==> config.mk <==
export PLATFORM = sky130hd
export DESIGN_NAME = usb2_packet_rx
export DESIGN_NICKNAME = d
export VERILOG_FILES = /design/src/rtl/usb2_packet_rx.sv
export SDC_FILE = /design/constraint.sdc
export NUM_CORES = 1
export LEC_CHECK = 0
export ABC_AREA = 1
export CORE_MARGIN = 2
export CORE_UTILIZATION = 56
export DETAILED_ROUTE_END_ITERATION = 8
export PLACE_DENSITY = 0.8
export SETUP_SLACK_MARGIN = 0.05
export SKIP_CTS_REPAIR_TIMING = 1
export SLEW_MARGIN = 20
export SYNTH_ARGS = -nofsm -noshare
export SYNTH_HDL_FRONTEND = slang
export SYNTH_SLANG_ARGS = --single-unit
==> constraint.sdc <==
create_clock -name phy_clk -period 2.4 [get_ports phy_clk]
set_input_delay 0.72 -clock phy_clk [delete_from_list [all_inputs] [get_ports phy_clk]]
set_output_delay 0.72 -clock phy_clk [all_outputs]
set_load 0.02 [all_outputs]
==> src/rtl/usb2_packet_rx.sv <==
// USB2 receive packet decoder: PID check, token/SOF/handshake/data decode, CRC5/CRC16 check.
module usb2_packet_rx #(
  parameter int unsigned MAX_DATA = 1024,
  parameter int unsigned LEN_W    = 11
) (
  input  logic             phy_clk,
  input  logic             reset_n,
  input  logic             pkt_out_act,
  input  logic [7:0]       pkt_out_byte,
  input  logic             pkt_out_latch,
  output logic             tok_valid,
  output logic [3:0]       tok_pid,
  output logic [6:0]       tok_addr,
  output logic [3:0]       tok_endp,
  output logic             sof_valid,
  output logic [10:0]      sof_frame,
  output logic             hsk_valid,
  output logic [3:0]       hsk_pid,
  output logic             data_act,
  output logic [7:0]       data_byte,
  output logic             data_latch,
  output logic             data_done,
  output logic             data_ok,
  output logic [3:0]       data_pid,
  output logic [LEN_W-1:0] data_len,
  output logic             rx_err,
  output logic [1:0]       rx_err_code
);

  localparam logic [2:0] S_IDLE    = 3'd0;
  localparam logic [2:0] S_TOKEN   = 3'd1;
  localparam logic [2:0] S_DATA    = 3'd2;
  localparam logic [2:0] S_HSK     = 3'd3;
  localparam logic [2:0] S_DISCARD = 3'd4;
  localparam logic [2:0] S_CHECK   = 3'd5;

  localparam logic [LEN_W-1:0] LEN_MAX = LEN_W'(MAX_DATA);
  localparam logic [4:0]       CRC5_RES  = 5'h06;
  localparam logic [15:0]      CRC16_RES = 16'hB001;

  logic [2:0]  state, state_nxt;
  logic        byte_in_c, pid_ok_c, pid_tok_c, pid_data_c, pid_hsk_c;
  logic [3:0]  pid_q;
  logic [10:0] tok_buf;
  logic [1:0]  tok_cnt;
  logic [4:0]  crc5_q;
  logic [15:0] crc16_q;
  logic [7:0]  hold0, hold1;
  logic [1:0]  held;
  logic        over_q;
  logic        hsk_extra_q;
  logic        data_good_c;

  // Reflected CRC5 (poly 0x14) over one byte, LSB first
  function automatic logic [4:0] crc5_upd(input logic [4:0] c, input logic [7:0] d);
    logic [4:0] r;
    r = c;
    for (int i = 0; i < 8; i++) r = (r[0] ^ d[i]) ? ((r >> 1) ^ 5'h14) : (r >> 1);
    return r;
  endfunction

  // Reflected CRC16 (poly 0xA001) over one byte, LSB first
  function automatic logic [15:0] crc16_upd(input logic [15:0] c, input logic [7:0] d);
    logic [15:0] r;
    r = c;
    for (int i = 0; i < 8; i++) r = (r[0] ^ d[i]) ? ((r >> 1) ^ 16'hA001) : (r >> 1);
    return r;
  endfunction

  // Byte qualification and PID classification
  always_comb begin
    byte_in_c  = pkt_out_act & pkt_out_latch;
    pid_ok_c   = (pkt_out_byte[7:4] == ~pkt_out_byte[3:0]);
    pid_tok_c  = 1'b0;
    pid_data_c = 1'b0;
    pid_hsk_c  = 1'b0;
    case (pkt_out_byte[3:0])
      4'b0001, 4'b1001, 4'b1101, 4'b0100, 4'b0101: pid_tok_c  = 1'b1;
      4'b0011, 4'b1011, 4'b0111, 4'b1111:          pid_data_c = 1'b1;
      4'b0010, 4'b1010, 4'b1110, 4'b0110:          pid_hsk_c  = 1'b1;
      default: ;
    endcase
    data_good_c = (held == 2'd2) && !over_q;
  end

  // State register
  always_ff @(posedge phy_clk or negedge reset_n) begin
    if (!reset_n) state <= S_IDLE;
    else          state <= state_nxt;
  end

  // Next-state logic
  always_comb begin
    state_nxt = state;
    case (state)
      S_IDLE: begin
        if (byte_in_c) begin
          if (!pid_ok_c)       state_nxt = S_DISCARD;
          else if (pid_tok_c)  state_nxt = S_TOKEN;
          else if (pid_data_c) state_nxt = S_DATA;
          else if (pid_hsk_c)  state_nxt = S_HSK;
          else                 state_nxt = S_DISCARD;
        end
      end
      S_TOKEN, S_DATA, S_HSK: if (!pkt_out_act) state_nxt = S_CHECK;
      S_DISCARD:              if (!pkt_out_act) state_nxt = S_IDLE;
      S_CHECK:                state_nxt = byte_in_c ? S_DISCARD : S_IDLE;
      default:                state_nxt = S_IDLE;
    endcase
  end

  // Datapath, captured fields and registered result pulses
  always_ff @(posedge phy_clk or negedge reset_n) begin
    if (!reset_n) begin
      tok_valid <= 1'b0;  tok_pid <= '0;  tok_addr <= '0;  tok_endp <= '0;
      sof_valid <= 1'b0;  sof_frame <= '0;
      hsk_valid <= 1'b0;  hsk_pid <= '0;
      data_act <= 1'b0;   data_byte <= '0; data_latch <= 1'b0; data_done <= 1'b0;
      data_ok <= 1'b0;    data_pid <= '0;  data_len <= '0;
      rx_err <= 1'b0;     rx_err_code <= '0;
      pid_q <= '0;  tok_buf <= '0;  tok_cnt <= '0;  crc5_q <= '0;  crc16_q <= '0;
      hold0 <= '0;  hold1 <= '0;  held <= '0;  over_q <= 1'b0;  hsk_extra_q <= 1'b0;
    end else begin
      tok_valid  <= 1'b0;
      sof_valid  <= 1'b0;
      hsk_valid  <= 1'b0;
      data_latch <= 1'b0;
      data_done  <= 1'b0;
      rx_err     <= 1'b0;
      case (state)
        S_IDLE: begin
          if (byte_in_c) begin
            pid_q       <= pkt_out_byte[3:0];
            tok_cnt     <= '0;
            crc5_q      <= 5'h1F;
            crc16_q     <= 16'hFFFF;
            held        <= '0;
            over_q      <= 1'b0;
            hsk_extra_q <= 1'b0;
            if (!pid_ok_c) begin
              rx_err      <= 1'b1;
              rx_err_code <= 2'd0;
            end else if (pid_data_c) begin
              data_pid <= pkt_out_byte[3:0];
              data_len <= '0;
              data_act <= 1'b1;
            end else if (!pid_tok_c && !pid_hsk_c) begin
              rx_err      <= 1'b1;
              rx_err_code <= 2'd3;
            end
          end
        end
        S_TOKEN: begin
          if (byte_in_c) begin
            if (tok_cnt == 2'd0) tok_buf[7:0]  <= pkt_out_byte;
            if (tok_cnt == 2'd1) tok_buf[10:8] <= pkt_out_byte[2:0];
            if (tok_cnt < 2'd2)  crc5_q <= crc5_upd(crc5_q, pkt_out_byte);
            if (tok_cnt != 2'd3) tok_cnt <= tok_cnt + 2'd1;
          end else if (!pkt_out_act) begin
            if (tok_cnt != 2'd2) begin
              rx_err      <= 1'b1;
              rx_err_code <= 2'd2;
            end else if (crc5_q != CRC5_RES) begin
              rx_err      <= 1'b1;
              rx_err_code <= 2'd1;
            end else if (pid_q == 4'b0101) begin
              sof_valid <= 1'b1;
              sof_frame <= tok_buf;
            end else begin
              tok_valid <= 1'b1;
              tok_pid   <= pid_q;
              tok_addr  <= tok_buf[6:0];
              tok_endp  <= tok_buf[10:7];
            end
          end
        end
        S_DATA: begin
          if (byte_in_c) begin
            crc16_q <= crc16_upd(crc16_q, pkt_out_byte);
            if (held == 2'd2) begin
              if (data_len < LEN_MAX) begin
                data_byte  <= hold0;
                data_latch <= 1'b1;
                data_len   <= data_len + LEN_W'(1);
              end else begin
                over_q <= 1'b1;
              end
              hold0 <= hold1;
              hold1 <= pkt_out_byte;
            end else begin
              if (held == 2'd0) hold0 <= pkt_out_byte;
              else              hold1 <= pkt_out_byte;
              held <= held + 2'd1;
            end
          end else if (!pkt_out_act) begin
            data_act  <= 1'b0;
            data_done <= 1'b1;
            data_ok   <= data_good_c && (crc16_q == CRC16_RES);
            if (data_good_c && (crc16_q != CRC16_RES)) begin
              rx_err      <= 1'b1;
              rx_err_code <= 2'd1;
            end
          end
        end
        S_HSK: begin
          if (byte_in_c) begin
            hsk_extra_q <= 1'b1;
          end else if (!pkt_out_act) begin
            if (hsk_extra_q) begin
              rx_err      <= 1'b1;
              rx_err_code <= 2'd2;
            end else begin
              hsk_valid <= 1'b1;
              hsk_pid   <= pid_q;
            end
          end
        end
        default: ;
      endcase
    end
  end

endmodule

* After elaboration in Yosys (flattened, before gate mapping)
Cells that the tools add are included.
Word-level totals: bits in registers 124, bits in latches 0, memory bits (writable) 0, memory bits (read-only) 0, input port bits 12, output and inout port bits 63, logic and storage cells 286, memories 0
Cells by class: add/sub/neg operators 3, multiply operators 0, div/mod/pow operators 0, $lt $le $gt $ge 2, eq/ne operators 53, shifts and indexed selects 0, muxes and demuxes 119, bitwise operators 40, reductions and logical operators 40
Operators by type and width (number):
- $mux 16 | 10
- $mux 11 | 6
- $mux 5 | 11
- $mux 1 | 50
- $ne 2x2->1 const B | 25
- $mux 2 | 19
- $mux 8 | 4
- $pmux 16 s2 | 1
- $eq 4x4->1 const B | 6
- $mux 3 | 8
- $not 2->3 | 8
- $reduce_and 3->1 | 8
- $reduce_and 4->1 | 6
- $pmux 11 s2 | 1
- $eq 4x3->1 const B | 5
- $reduce_and 6->1 | 3
- $eq 16x16->1 const B | 1
- $ne 16x16->1 const B | 1
- $not 1->2 | 8
- $xor 1x1->1 | 16
- $reduce_and 13->1 | 1
- $pmux 3 s4 | 1
- $add 11x1->11 const B | 1
- $lt 11x11->1 const B | 1
- other kinds (32) | 56

* Depth between registers and ports, before layout
depth in word-level cells 19, mapped depth 20, mapped depth without buffers 19

* Least setup slack after synthesis
No wires, ideal clock.
path type input-to-reg, start input pkt_out_byte[0], end register crc16_q[0], setup time 0.113 ns, data arrival time 2.086 ns, slack 0.201 ns, stages 19, path buffers 1, cells stage by stage buf_6 > inv_6 > nand2_2 > nand2_2 > nand2_2 > nand2_4 > nand2_2 > nand2_2 > nand2_2 > nand2_2 > nand2_2 > nand3_1 > nand3_4 > nand2_4 > nand2_2 > nand3_1 > nand3_1 > nand2_1 > inv_1
Between the ends: longest elaborated chain between the ends 18
Ends and longest elaborated chain:
- from (decl) | RTL line 9 | input logic [7:0] pkt_out_byte,
- $xor 1x1->1 | RTL line 66 | for (int i = 0; i < 8; i++) r = (r[0] ^ d[i]) ? ((r >> 1) ^ 16'hA001) : (r >> 1);
- $mux 16 | RTL line 66
- $xor 1x1->1 | RTL line 66
- $mux 16 | RTL line 66
- $xor 1x1->1 | RTL line 66
- $mux 16 | RTL line 66
- $xor 1x1->1 | RTL line 66
- $mux 16 | RTL line 66
- [2 not listed]
- $xor 1x1->1 | RTL line 66
- $mux 16 | RTL line 66
- $xor 1x1->1 | RTL line 66
- $mux 16 | RTL line 66
- $xor 1x1->1 | RTL line 66
- $mux 16 | RTL line 66
- $mux 16 | RTL line 178 | if (byte_in_c) begin
- $pmux 16 s2 | RTL line 130 | case (state)
- to (signal assigned) | RTL line 179 | crc16_q <= crc16_upd(crc16_q, pkt_out_byte);
- to (decl) | RTL line 47 | logic [15:0] crc16_q;
Every way passes these cells. The select of a mux whose other input is x is not followed. A chain may end at the register's enable or synchronous reset.

* Worst setup path in the final report
start input pkt_out_byte[6], end register data_len[6]
Between the ends: longest elaborated chain between the ends 3
Ends and longest elaborated chain:
- $eq 4x4->1 | RTL line 73 | pid_ok_c = (pkt_out_byte[7:4] == ~pkt_out_byte[3:0]);
- $ne 2x2->1 (no source line)
- $reduce_and 7->1 (no source line)
- to (signal assigned) | RTL line 184 | data_len <= data_len + LEN_W'(1);
- to (decl) | RTL line 25 | output logic [LEN_W-1:0] data_len,
Every way passes these cells.

==> flow_summary.yaml <==
power_and_ir_drop:
  ir_drop_uv: 454
  p_leak_nw: 4.07
  total_power_mw: 6.25
  p_per_area_nw_per_um2: 781
route:
  drtIter0Drc: 390
  avgViaCountPerCell: 5.47
  drc: 0
  drt_wl_total_mm: 15.4
  drtPass1Iterations: 5
  wl_per_cell_um: 16.5
  vias: 5088
  postRouteAntennaNets: 0
global_route:
  grt_usage_pct: 27.5
  busiest_layer: "met2"
  use_met3_pct: 5.84
  use_met2_pct: 45.5
  grt_pass1_vias: 5044
  grt_pass1_wl_mm: 24.3
  gr-total-overflow: 0
  grt_use_met1_pct: 34.7
  antenna_found_initial: 0
  grt_max_degree: 69
clock_network:
  cts_buffer_depth: 2
  path_clk_slew_ns: 0.06
  insertion_delay_ns: 0.53
  cts_sinks: 124
  cts_max_level: 4
  cts_tree: "yes"
  cts_buffers: 17
  root_buffer: "clkbuf_8"
critical_path:
  end_kind: "register"
  crit_path_cell_trace: "clkdlybuf4s50_1 > nor2_1 > nor4_1 > nand2_1 > o21ai_2 > nand2_2 > nor3_2 > nand2_1 > nor2_2 > nand3_1 > nand2_1 > a21oi_1"
  critPathMaxStageDelay_ns: 0.54
  cp_common_cell: "nand2_1"
  path_class: "in -> reg"
  crit_family: "simple AND/OR/NAND/NOR gates"
  cp_num_buf_inv: 1
  cp.arrival_ns: 2.77
  crit_path_top_delay_cell: "clkdlybuf4s50_1"
  setup.worst_path.start_class: "input port"
  cp.required_ns: 2.80
  crit_fanout: 6
flow_run:
  maxCapViolations: 0
timing:
  fmax_ghz: 0.422
  skew_ns: 0.00717
  tightest_slew_ns: 0.521
  fin_tns_setup_ns: 0
  period_minus_slack_ns: 2.37
  setup_viol: 0
  period_share_pct: 98.7
  slew_headroom_pct: 65.0
  drv_slew: 0
  hold_viol_final: 0
yosys:
  muxShareOfSynthArea_pct: 3.70
  ys_warn_count: 0
  synth_top_family_by_area: "simple AND/OR/NAND/NOR gates"
  synth_simple_gate_area_share_pct: 17.5
  netlist_instances: 649
  synthesis.area_sq_um: 5950
  synth_edf_count: 0
  synth_seq_area_share_pct: 52.1
  yosys.area_share.xor_xnor_pct: 4.25
  yosys.cell_types.count: 46
  synth_area_leaders: "dfrtp_1 52%, inv_1 6.8%, nand2_1 6.4%"
  yosys_register_bits: 124
  synth_top_area_cell: "dfrtp_1"
  synth_top_area_share_pct: 52.1
  async_flop_share_pct: 100
  synth_compound_area_share_pct: 11.7
  avgSynthCellArea_sq_um: 9.17
  synth_fa_ha_area_share_pct: 1.47
  synth_nets: 668
  ys.flop_type: "dfrtp_1"
die:
  fp.dieH_um: 107
  die-area_sq_um: 11500
  fp.coreArea_sq_um: 10300
  start_util_pct: 57.7
  rows: 37
  ios: 75
  die_w_um: 107
placement:
  portBuffers: 74
  dpl.hpwl_mm: 10.4
  place.gp.congestion: 0.910
finish:
  multi_input_area_sq_um: 2450
  seq_area_sq_um: 3100
  num_antenna_cells: 0
  fin_util_pct: 77.5
  nFillCells: 648
  drive_gt1_share_pct: 18.6
  nets: 801
  area_growth_pct: 34.3
run_status:
  status: "finished, final reports clean"
min_path:
  hold_class: "reg -> reg"
metrics by stage:
step | hold WS (ns) | worst slack, ns | cell area (sq um) | std cells
4_1_cts | -0.0297 | 0.00175 | 7800 | 928
5_1_grt | 0.479 | -0.109 | 8000 | 931
3_5_place_dp | 0.446 | -0.518 | 7230 | 896
6_report | 0.449 | 0.0304 | 8000 | 931
3_3_place_gp | 0.434 | -0.352 | 7230 | 896
2_1_floorplan | 0.418 | 0.201 | 5950 | 649
flip-flops by register name (all words and copies together), names as in the netlist, 2 cells and up:
signal / count
hsk_pid: 4
state: 3
tok_buf: 11
hold1: 8
tok_addr: 7
rx_err_code: 2
crc5_q: 5
held: 2
crc16_q: 16
sof_frame: 11
data_byte: 8
tok_cnt: 2
pid_q: 4
tok_endp: 4
data_len: 11
hold0: 8
tok_pid: 4
data_pid: 4
cells in the final DEF (no fill, tap or decap), types with 5 or more instances in the layout:
master	n
xor2_1	13
a21oi_1	14
buf_4	50
buf_12	5
o31ai_1	5
nand3_4	5
dlymetal6s2s_1	7
o211ai_1	8
xnor2_1	13
nor3_1	9
dfrtp_1	124
ha_1	7
o22ai_1	6
nand3_1	17
nand2_2	7
o21ai_0	63
nand3_2	7
clkdlybuf4s50_1	66
nor2_1	32
inv_1	108
nor4_1	5
clkbuf_16	16
mux2i_1	22
inv_2	6
nand2_4	15
nand2_1	101
layout make-up:
cell class | count | area share (%)
Multi-Input combinational cell | 392 | 30.6
Clock buffer | 22 | 5.79
Inverter | 117 | 5.65
Clock inverter | 10 | 1.42
Tap cell | 136 | 2.13
Timing Repair Buffer | 130 | 15.6
Sequential cell | 124 | 38.8
cells by family after synthesis:
kind of cell,after synthesis
compound gates,120
xor+xnor,28
fa+ha+maj,7
buf+inv,133
flops,124
mux,22
simple gates,215
worst paths after layout:
check                           startpoint            to  slack [ns]  cells after the start
hold reg to reg                hsk_extra_q     hsk_valid        0.45                      1
min in group asynchronous          reset_n  sof_frame[4]        0.53                      2
setup reg to reg                crc16_q[0]    crc16_q[0]        0.20                     18
setup / recovery           pkt_out_byte[6]   data_len[6]        0.03                     12
hold / removal                 hsk_extra_q     hsk_valid        0.45                      1
max in group asynchronous          reset_n   crc16_q[15]        1.31                      3
cell usage after synthesis (all sizes together), types with 3 or more instances:
cell,number
dfrtp,124
nand2,123
inv,117
o21ai,70
nor2,38
nand3,29
mux2i,22
a21oi,17
xnor2,15
xor2,13
nor3,12
buf,11
o211ai,8
ha,7
o22ai,6
clkbuf,5
nor4,5
o31ai,5
a22oi,4
a31oi,4
nand4,4
a32oi,3
metal layers:
layer / routed length (um) / vias up
met2: 7800 / 224
met4: 477 / 0
met1: 6140 / 2449
li1: - / 2363
met3: 965 / 52
met5: 0 / -
where the power goes:
part           internal (mW)  switching [mW]  leakage, nW  total, mW
registers               2.32           0.165         1.55       2.48
logic                  0.517           0.766         2.24       1.28
clock network           1.56           0.926        0.273       2.48
total                   4.39            1.86         4.07       6.25
(Power assumes the default switching activity.)
